===== src/rtl/token_buffer_mc_pkg.sv =====
// Shared token types, channel-array types, pointer type and block FSM state codes
// for token_buffer_mc and its per-channel sub-module.
package token_buffer_mc_pkg;

    localparam int NUM_CH_DEF = 2;
    localparam int DEPTH_DEF  = 16;
    localparam int WIDTH_DATA = 32;

    typedef struct packed {
        logic                  v;
        logic                  a;
        logic                  c;
        logic                  r;
        logic [WIDTH_DATA-1:0] d;
    } FTk_t;

    typedef struct packed {
        logic n;
        logic t;
        logic v;
        logic c;
    } BTk_t;

    // Stored payload: the valid bit is implied by the slot being inside the window.
    typedef struct packed {
        logic                  a;
        logic                  c;
        logic                  r;
        logic [WIDTH_DATA-1:0] d;
    } entry_t;

    typedef FTk_t [NUM_CH_DEF-1:0] FTk_ch_t;
    typedef BTk_t [NUM_CH_DEF-1:0] BTk_ch_t;
    typedef logic [$clog2(DEPTH_DEF):0] ptr_t;

    // fsm_token
    localparam logic [1:0] eMPTY  = 2'd0;
    localparam logic [1:0] fILL   = 2'd1;
    localparam logic [1:0] wAIT   = 2'd2;
    localparam logic [1:0] rEVERT = 2'd3;

endpackage


===== src/rtl/token_buffer_ch.sv =====
// One channel of token_buffer_mc: storage, wptr/rptr/mark pointers and the block FSM.
// Block replay (revert) exists only when TOKEN_BUFFER_REVERT_EN is defined.
module token_buffer_ch
    import token_buffer_mc_pkg::*;
#(
    parameter int DEPTH = 16
) (
    input  logic clk,
    input  logic rst_n,
    input  FTk_t i_ftk,
    output BTk_t o_btk,
    output FTk_t o_ftk,
    input  BTk_t i_btk
);
    localparam int          AW      = $clog2(DEPTH);
    localparam logic [AW:0] DEPTH_P = (AW + 1)'(DEPTH);

    entry_t      mem_q [DEPTH];
    logic [AW:0] wptr_q, wptr_d;
    logic [AW:0] rptr_q, rptr_d;
    logic [AW:0] mark_q, mark_d;
    logic [1:0]  state_q, state_d;
    logic        commit_q, commit_d;

    logic [AW:0] held;
    logic [AW:0] readable;
    logic        nack;
    logic        out_v;
    logic        push;
    logic        pop;
    entry_t      head;

    always_comb begin
        held     = wptr_q - mark_q;
        readable = wptr_q - rptr_q;
        // Held low during reset so upstream never sees backpressure from a cleared channel.
        nack     = rst_n & ((held == DEPTH_P) | i_btk.t);
        head     = mem_q[rptr_q[AW-1:0]];
        out_v    = (readable != '0) && ((state_q == eMPTY) || (state_q == fILL));
        push     = i_ftk.v & ~nack;
        pop      = out_v & ~i_btk.n;

        wptr_d   = push ? wptr_q + 1'b1 : wptr_q;
        rptr_d   = pop  ? rptr_q + 1'b1 : rptr_q;
        mark_d   = mark_q;
        state_d  = state_q;
        commit_d = 1'b0;

        case (state_q)
            eMPTY, fILL: begin
                // A release popped from eMPTY still closes its block.
                if (pop && head.r) state_d = wAIT;
                else               state_d = (wptr_d != rptr_d) ? fILL : eMPTY;
            end
            wAIT: begin
                if (i_btk.v) begin
`ifdef TOKEN_BUFFER_REVERT_EN
                    if (i_btk.c) begin
                        commit_d = 1'b1;
                        mark_d   = rptr_q;
                        state_d  = (wptr_d != rptr_d) ? fILL : eMPTY;
                    end else begin
                        state_d  = rEVERT;
                    end
`else
                    commit_d = 1'b1;
                    state_d  = (wptr_d != rptr_d) ? fILL : eMPTY;
`endif
                end
            end
            rEVERT: begin
                rptr_d  = mark_q;
                state_d = fILL;
            end
            default: state_d = eMPTY;
        endcase

`ifndef TOKEN_BUFFER_REVERT_EN
        mark_d = rptr_d;
`endif

        if (i_btk.t) begin
            wptr_d   = '0;
            rptr_d   = '0;
            mark_d   = '0;
            state_d  = eMPTY;
            commit_d = 1'b0;
        end
    end

`ifndef TOKEN_BUFFER_REVERT_EN
    logic unused_c;
    assign unused_c = i_btk.c;
`endif

    always_ff @(posedge clk or negedge rst_n) begin
        if (!rst_n) begin
            wptr_q   <= '0;
            rptr_q   <= '0;
            mark_q   <= '0;
            state_q  <= eMPTY;
            commit_q <= 1'b0;
        end else begin
            wptr_q   <= wptr_d;
            rptr_q   <= rptr_d;
            mark_q   <= mark_d;
            state_q  <= state_d;
            commit_q <= commit_d;
        end
    end

    always_ff @(posedge clk) begin
        if (push) begin
            mem_q[wptr_q[AW-1:0]] <= '{a: i_ftk.a, c: i_ftk.c, r: i_ftk.r, d: i_ftk.d};
        end
    end

    always_comb begin
        o_ftk = '0;
        if (out_v) o_ftk = '{v: 1'b1, a: head.a, c: head.c, r: head.r, d: head.d};
        o_btk = '{n: nack, t: i_btk.t, v: commit_q, c: commit_q};
    end

endmodule


===== src/rtl/token_buffer_mc.sv =====
// Multi-channel forward-token buffer: NUM_CH independent token_buffer_ch instances.
// Define TOKEN_BUFFER_REVERT_EN to hold blocks until commit and allow replay.
module token_buffer_mc
    import token_buffer_mc_pkg::*;
#(
    parameter int NUM_CH = NUM_CH_DEF,
    parameter int DEPTH  = DEPTH_DEF
) (
    input  logic              clk,
    input  logic              rst_n,
    input  FTk_t [NUM_CH-1:0] I_FTk,
    output BTk_t [NUM_CH-1:0] O_BTk,
    output FTk_t [NUM_CH-1:0] O_FTk,
    input  BTk_t [NUM_CH-1:0] I_BTk
);
    genvar gi;
    generate
        for (gi = 0; gi < NUM_CH; gi++) begin : g_ch
            token_buffer_ch #(
                .DEPTH (DEPTH)
            ) u_ch (
                .clk   (clk),
                .rst_n (rst_n),
                .i_ftk (I_FTk[gi]),
                .o_btk (O_BTk[gi]),
                .o_ftk (O_FTk[gi]),
                .i_btk (I_BTk[gi])
            );
        end
    endgenerate

endmodule


===== config.mk =====
export PLATFORM = sky130hd
export DESIGN_NAME = token_buffer_mc
export DESIGN_NICKNAME = d
export VERILOG_FILES = /design/src/rtl/token_buffer_mc_pkg.sv /design/src/rtl/token_buffer_ch.sv /design/src/rtl/token_buffer_mc.sv
export SDC_FILE = /design/constraint.sdc
export NUM_CORES = 1
export LEC_CHECK = 0
export ABC_CLOCK_PERIOD_IN_PS = 18500
export BUFFER_PORTS_ARGS = -buffer_cell sky130_fd_sc_hd__buf_2
export CAP_MARGIN = 20
export CORE_AREA = 2 2 318 320
export CTS_CLUSTER_SIZE = 10
export DETAILED_ROUTE_END_ITERATION = 7
export DIE_AREA = 0 0 320 322
export GPL_TIMING_DRIVEN = 1
export PLACE_DENSITY_LB_ADDON = 0.12
export SYNTH_ARGS = -nofsm -noshare
export SYNTH_HDL_FRONTEND = slang
export SYNTH_SLANG_ARGS = --single-unit
export TNS_END_PERCENT = 1

===== constraint.sdc =====
create_clock -name clk -period 18.5 [get_ports clk]
set_input_delay 1.85 -clock clk [delete_from_list [all_inputs] [get_ports clk]]
set_output_delay 1.85 -clock clk [all_outputs]
set_load 0.1 [all_outputs]

==> impl_results.md, run 1 <==
- Outcome: complete, no violations
- PD cells: 148 nW/µm²
- Final Hold Fails: 0
- Final Max Tran Viols: 0
- Top_reg_cell synth: edfxtp_1
- CTS tree: built
- Setup Skew: slightly above 20 ps
- Port Buffers: 159
- Setup-failing EPs final: 0
- Placement row count: 116
- DRT Pass-1 Iters: 5
- Clock Path Buffers: 3
- Crit-path slowest cell: buf_4
- Slew HR: 0.326
- Worst VDD drop: about 0.00013 V
- Leading cell types in the layout, fill and taps excluded: edfxtp_1 (1120), mux4_2 (350), buf_2 (159), clkbuf_16 (138), nor2b_1 (70)
- Post-Route WL: 98100 µm
- Startpoint Class: register
- Final min period: about 6600 ps
- Count of cell types in the netlist: 60
- Die footprint: 103000 µm²
- Yosys top cell area share: 0.753
- Routed WL per cell: roughly 28 µm
- First-pass GRT wire length: roughly 140000 µm
- Worst setup endpoint: O_FTk[11]
- CP arrival: 4720 ps
- Num CTS Buffers: roughly 130
- GR Overflow Total: 0
- Register-to-Register Setup Slack: ~14000 ps
- Worst Path Buf+Inv: 3
- Synthesis Warnings: 0
- Worst-path clk slew: 60 ps
- Area of the core: around 100000 µm²
- Worst-margin pin slew: a little over 1000 ps
- Req. time, crit path: approximately 17000 ps
- Post-placement cell area: 47200 µm²
- Setup Fix Bufs, Post-CTS: 0
- R2r endpoint: g_ch[1].u_ch.mem_q[1][15]$_DFFE_PP_
- Detailed router's first-iteration violation count: 1576
- Fraction of layout instances using a drive strength above 1: 0.349
- Post-route ant nets: 0
- Root Buffer: clkbuf_16
- DR vias: around 20k
- CTS hold repair buffers: 0
- Setup TNS: 0 ps
- Synth area leaders: edfxtp_1 (75%), mux4_2 (18%), dfrtp_1 (1.5%)
- Worst r2r path cells: 10
- CP max FO: 37
- CP Depth: 9
- Number of synthesized flops with an enable pin: 1120
- RSZ-0062 raised after global routing: no
- Crit path max-delay family: simple AND/OR/NAND/NOR gates
- Share of flip-flops with an asynchronous set or reset: 0.0227
- Antenna violations before repair: 16
- Detailed placement HPWL: a little under 50000 µm
- Synth Instances: about 1.9k
- Synth area leader: edfxtp_1
- Worst skew pair latency: roughly 700 ps
- Syn_nets: 1996
- Post-Syn Area: about 45000 µm²
- # H-tree levels: 4
- Critical setup path kind: register to output pin
- Max incr delay on CP: roughly 760 ps
- CP cell instances: inv_2 -> buf_4 -> ha_1 -> o211a_1 -> or3_4 -> a2111o_1 -> nand2b_2 -> nor2b_1 -> buf_2
- Register area share after synthesis: 0.768
- Synthesized flop and latch total: between 1k and 1.5k
- # DRC: 0
- Largest net degree at the start of global routing: 63
- Gr usage total: 0.193
- GPL Wtd Cong: just under 0.8
- Syn Area/Cell: between 20 and 25 µm²
- Post-cts sizing count: 0
- HP Class: register to register
- Total clock sinks: 1146
- Drt via density: roughly 5.7
- Area grow syn2layout: 13.8%
- Vias in the first global route: 21.4k
- Nets: about 2.2k
- Leak Pwr: 15.9 nW
- Ports: roughly 160
- Die Span X: approximately 320 µm
- Critical R2R Launch: g_ch[1].u_ch.rptr_q[2]$_DFFE_PN0P_
- Initial core utilization: 0.448
- Max Clk Rate: 0.152 GHz
- Max Cap Violations: 0
- Endpoint class of the critical path: output pin
- Commonest non-fill, non-tap cell in the layout: edfxtp_1
- # fillers: 7824
- Die Height: between 300 and 400 µm
- Final period util: 0.355
- Final instance area: about 50000 µm²
- Setup crit start: g_ch[0].u_ch.rptr_q[2]$_DFFE_PN0P_
[metal layers]
layer | GRT usage | vias to the layer above | share of wire
met5 | 0 | - | 0.00065
met4 | 0.0592 | 10 | 0.023
met3 | 0.0318 | 173 | 0.044
met2 | 0.353 | 493 | 0.54
met1 | 0.234 | 10700 | 0.39
li1 | - | 8514 | -
[layout make-up]
| type | count | area, µm² | area share |
|---|---|---|---|
| Multi-Input combinational cell | 629 | 9990 | 0.197 |
| Timing Repair Buffer | 207 | 1160 | 0.0227 |
| Tap cell | 1298 | 1620 | 0.0320 |
| Clock inverter | 14 | 123 | 0.00241 |
| Sequential cell | 1146 | 34300 | 0.675 |
| Inverter | 20 | 76.3 | 0.00150 |
| Antenna cell | 1 | 2.50 | 0.0000492 |
| Clock buffer | 160 | 3550 | 0.0698 |
[cell usage after synthesis (all sizes together), types with 3 or more instances]
library cell and n:
a21oi 15, nand4 5, nor3 8, xor2 3, dfrtp 26, inv 20, nand2b 5, a41oi 3
clkbuf 45, nor4 5, nor2 34, nor2b 71, xnor2 15, nand2 13, and2b 3, nand3 10
edfxtp 1120, and2 9, and3 8, o31ai 5, o211ai 4, buf 56, mux4 350, or4 3
ha 18, o21ai 3, or2 5
[sequential cells by signal, indices dropped and copies added (netlist names)]
signal,cells
g_ch.u_ch.state_q,4
g_ch.u_ch.rptr_q,10
g_ch.u_ch.mem_q,1120
g_ch.u_ch.wptr_q,10
g_ch.u_ch.commit_q,2
[through the flow]
stage | hold WS, ps | setup WS [ps] | utilization | cells | power (mW)
6_report | 460 | 11930 | 0.510 | 3475 | 7.51
5_1_grt | 476 | 11580 | 0.510 | 3474 | 7.78
4_1_cts | 453 | 11750 | 0.510 | 3474 | 7.61
3_5_place_dp | 453 | 12520 | 0.474 | 3300 | 5.32
3_3_place_gp | 451 | 12490 | 0.474 | 3300 | 5.31
2_1_floorplan | 437 | 11980 | - | 1896 | 4.87
[cells by family (layout without fill, tap and decap cells)]
family	after synthesis	after routing	share of synthesized area
mux	350	350	0.177
compound gates	53	53	0.00933
xor+xnor	21	21	0.00507
buf+inv	121	401	0.0119
simple gates	187	187	0.0243
flops	1146	1146	0.768
other cells	0	1	0
fa+ha+maj	18	18	0.00504
[worst min path at each step]
stage / startpoint / to / slack [ps] / cells past startpoint
floorplan: g_ch[1].u_ch.state_q[0]$_DFFE_PN0P_ / g_ch[1].u_ch.commit_q$_DFF_PN0_ / 440 / 1
global placement: g_ch[1].u_ch.state_q[0]$_DFFE_PN0P_ / g_ch[1].u_ch.commit_q$_DFF_PN0_ / 450 / 1
detailed placement: g_ch[1].u_ch.state_q[0]$_DFFE_PN0P_ / g_ch[1].u_ch.commit_q$_DFF_PN0_ / 450 / 1
CTS: g_ch[1].u_ch.state_q[0]$_DFFE_PN0P_ / g_ch[1].u_ch.commit_q$_DFF_PN0_ / 450 / 1
global route: g_ch[1].u_ch.state_q[0]$_DFFE_PN0P_ / g_ch[1].u_ch.commit_q$_DFF_PN0_ / 480 / 1
finish: g_ch[1].u_ch.state_q[0]$_DFFE_PN0P_ / g_ch[1].u_ch.commit_q$_DFF_PN0_ / 460 / 1
[where the power goes]
group | switching [mW] | leakage [nW] | internal (mW)
combinational | 1.63 | 3.69 | 0.645
clock | 0.940 | 1.79 | 1.34
sequential | 0.0515 | 10.4 | 2.91
Power figures use the tool's default switching activity.
==> run 2: changes to the inputs <==
--- a/config.mk
+++ b/config.mk
@@ -5,13 +5,14 @@
 export SDC_FILE = /design/constraint.sdc
 export NUM_CORES = 1
 export LEC_CHECK = 0
-export ABC_CLOCK_PERIOD_IN_PS = 18500
+export ABC_AREA = 1
+export ABC_CLOCK_PERIOD_IN_PS = 6420
 export BUFFER_PORTS_ARGS = -buffer_cell sky130_fd_sc_hd__buf_2
 export CAP_MARGIN = 20
-export CORE_AREA = 2 2 318 320
+export CORE_AREA = 2 2 323 325
 export CTS_CLUSTER_SIZE = 10
 export DETAILED_ROUTE_END_ITERATION = 7
-export DIE_AREA = 0 0 320 322
+export DIE_AREA = 0 0 325 327
 export GPL_TIMING_DRIVEN = 1
 export PLACE_DENSITY_LB_ADDON = 0.12
 export SYNTH_ARGS = -nofsm -noshare
==> constraint.sdc (replaced) <==
create_clock -name clk -period 6.42 [get_ports clk]
set_input_delay 0.642 -clock clk [delete_from_list [all_inputs] [get_ports clk]]
set_output_delay 0.642 -clock clk [all_outputs]
set_load 0.1 [all_outputs]
==> impl_results.md, run 2 <==
- Final Hold Fails: 0 (unchanged)
- Port Buffers: 159 (unchanged)
- CP arrival: 4800 ps (+80 ps)
- Max reg flops: 1120 (unchanged)
- Post-placement cell area: 48100 µm² (+2.1%)
- Total power: 23.7 mW (+220%)
- Post-cts sizing count: 0 (unchanged)
- Final period util: 0.848
- Worst VDD drop: 0.000741 V (+450%)
- HP Class: primary input to register
- Worst-margin pin slew: 1440 ps (+426 ps)
- Register area share after synthesis: 0.748 (-0.0201)
- Count of cell types in the netlist: 39 (-35%)
- Max Cap Violations: 0 (unchanged)
- Root Buffer: clkbuf_16
- Final instance area: 52000 µm² (+2.3%)
- Commonest non-fill, non-tap cell in the layout: edfxtp_1
- PD cells: 455 nW/µm² (+210%)
- Post-route ant nets: 0 (unchanged)
- Synthesized flop and latch total: 1146 (unchanged)
- Post-Syn Area: 45900 µm² (+2.7%)
- Commonest cells post-synth: edfxtp_1 (1120), nand2_1 (771), a21oi_1 (536), a22oi_1 (196), o21ai_0 (111)
- Total clock sinks: 1146 (unchanged)
- Vias in the first global route: 28.8k (+35%)
- Detailed placement HPWL: 64100 µm (+30%)
- Num CTS Buffers: 135 (+0.75%)
- Syn Area/Cell: 13.2 µm² (-44%)
- Worst skew pair latency: 740 ps (+40 ps)
- Synth Instances: 3465 (+83%)
- Leading cell types in the layout, fill and taps excluded: edfxtp_1 (1120), nand2_1 (771), a21oi_1 (536), a22oi_1 (196), buf_2 (159)
- First-pass GRT wire length: 180000 µm (+27%)
- Leak Pwr: 18.2 nW (+14%)
- Fraction of layout instances using a drive strength above 1: 0.128 (-0.221)
- Detailed router's first-iteration violation count: 2546 (+62%)
- Ports: 162 (unchanged)
- Critical setup path kind: register to output pin
- Multi-input gate area: 10500 µm² (+5.2%)
- Hold path start: I_BTk[1]
- Area of the core: 103000 µm² (+3.4%)
- Syn_nets: 3565 (+79%)
- Synth area leader: edfxtp_1
- Yosys top cell area share: 0.734 (-0.0197)
- Die Span X: 325 µm (+1.6%)
- # H-tree levels: 4 (unchanged)
- Final Max Tran Viols: 0 (unchanged)
- Setup crit start: g_ch[1].u_ch.rptr_q[1]$_DFFE_PN0P_
- Antenna violations before repair: 16 (unchanged)
- Register-to-Register Setup Slack: 2170 ps (-11490 ps)
- Initial core utilization: 0.446 (-0.00289)
- Final min period: between 5000 and 6000 ps
- Drt via density: 5.77 (+0.62%)
- Req. time, crit path: 5780 ps (-10870 ps)
- Setup Fix Bufs, Post-CTS: 0 (unchanged)
- Max Clk Rate: 0.184 GHz
- Top-count cell post-synth: edfxtp_1
- # fillers: 8683 (+11%)
- GR Overflow Total: 0 (unchanged)
- CP max FO: 75 (+100%)
- DR vias: 29.0k (+45%)
- Largest net degree at the start of global routing: 225 (+260%)
- Die footprint: 106000 µm² (+3.1%)
- DRT Pass-1 Iters: 5 (unchanged)
- Post-Route WL: 121000 µm (+24%)
- # DRC: 0 (unchanged)
- GPL Wtd Cong: 0.835 (+7.9%)
- Slew HR: 0.0416 (-0.284)
- Setup-failing EPs final: 0 (unchanged)
- Routed WL per cell: 24.2 µm (-14%)
- Register area: 34300 µm² (about the same)
- Endpoint class of the critical path: output pin
- Number of synthesized flops with an enable pin: 1120 (unchanged)
- Setup TNS: 0 ps (unchanged)
- Startpoint Class: register
- Clock Path Buffers: 3 (unchanged)
- CTS tree: built
- Critical R2R Launch: g_ch[1].u_ch.rptr_q[1]$_DFFE_PN0P_
- RSZ-0062 raised after global routing: no
- Setup Skew: 20.5 ps (+0.155 ps)
- Outcome: complete, no violations
- Placement row count: 118 (+1.7%)
- Top_reg_cell synth: edfxtp_1
- Nets: 3696 (+65%)
- Synth area leaders: edfxtp_1 (73%), nand2_1 (6.3%), a21oi_1 (5.9%)
- Synthesis Warnings: 0 (unchanged)
- Gr usage total: 0.225 (+0.0324)
- Share of flip-flops with an asynchronous set or reset: 0.0227 (unchanged)
- Die Height: 327 µm (+1.6%)
- CTS hold repair buffers: 1 (+1)
- Area grow syn2layout: 13.4%
- Worst-path clk slew: 60 ps (about the same)
## run 2: kinds of logic (layout without fill, tap and decap cells)
kind of cell / Yosys count / count (layout) / share of synthesized area
AOI/OAI and AO/OA: 1002 / 1002 / 0.129
other: 0 / 2 / 0
DFF: 1146 / 1146 / 0.748
xor gates and xnor gates: 14 / 14 / 0.00267
and+or+nand+nor: 986 / 986 / 0.0879
adders and majority gates: 18 / 18 / 0.00491
buffers and inverters: 299 / 470 / 0.0283
## run 2: layout make-up
type                            count  share of cell area
Antenna cell                        2           0.0000963
Clock inverter                     19             0.00508
Timing Repair Buffer              234              0.0273
Sequential cell                  1146               0.660
Inverter                           59             0.00474
Multi-Input combinational cell   2020               0.202
Clock buffer                      158              0.0677
Tap cell                         1380              0.0332
## run 2: final timing paths
check / to / cells past startpoint
max: O_FTk[66] / 8
min: g_ch[0].u_ch.commit_q$_DFF_PN0_ / 3
max reg2reg: g_ch[1].u_ch.mem_q[10][10]$_DFFE_PP_ / 16
min reg2reg: g_ch[1].u_ch.commit_q$_DFF_PN0_ / 1
max in group asynchronous: g_ch[0].u_ch.rptr_q[0]$_DFFE_PN0P_ / 2
min in group asynchronous: g_ch[1].u_ch.wptr_q[3]$_DFF_PN0_ / 2
## run 2: power breakdown
part	total, mW	internal (mW)	switching [mW]	leakage (nW)
Sequential	8.56	8.37	0.185	10.4
Clock	6.74	3.90	2.84	1.84
Combinational	8.37	1.65	6.71	5.87
Total	23.7	13.9	9.73	18.2
## run 2: critical path, cell delays in order (launching register included)
cell and delay [ps]:
dfrtp_4 680, inv_4 480, buf_4 900, buf_4 620, a21oi_1 90, a22oi_1 200, o21ai_0 110, a211oi_1 400
buf_2 510
## run 2: metrics by stage
| stage | util | hold slack [ps] | cells | worst slack, ps |
|---|---|---|---|---|
| after global placement | 0.468 | 481 | 4836 | 1740 |
| after detailed placement | 0.468 | 481 | 4836 | 1720 |
| after floorplan | - | 346 | 3465 | 1250 |
| final | 0.505 | 165 | 5018 | 978 |
| after global routing | 0.505 | 160 | 5018 | 752 |
| after CTS | 0.505 | 126 | 5014 | 899 |
## run 2: per-layer routing
metal / GRT usage / vias to the layer above / wire length, µm / part of all wire
li1: - / 13200 / - / -
met1: 0.281 / 14600 / 48900 / 0.40
met2: 0.399 / 962 / 62400 / 0.51
met3: 0.0363 / 235 / 6810 / 0.056
met4: 0.0782 / 16 / 3270 / 0.027
met5: 0 / - / 94 / 0.00077
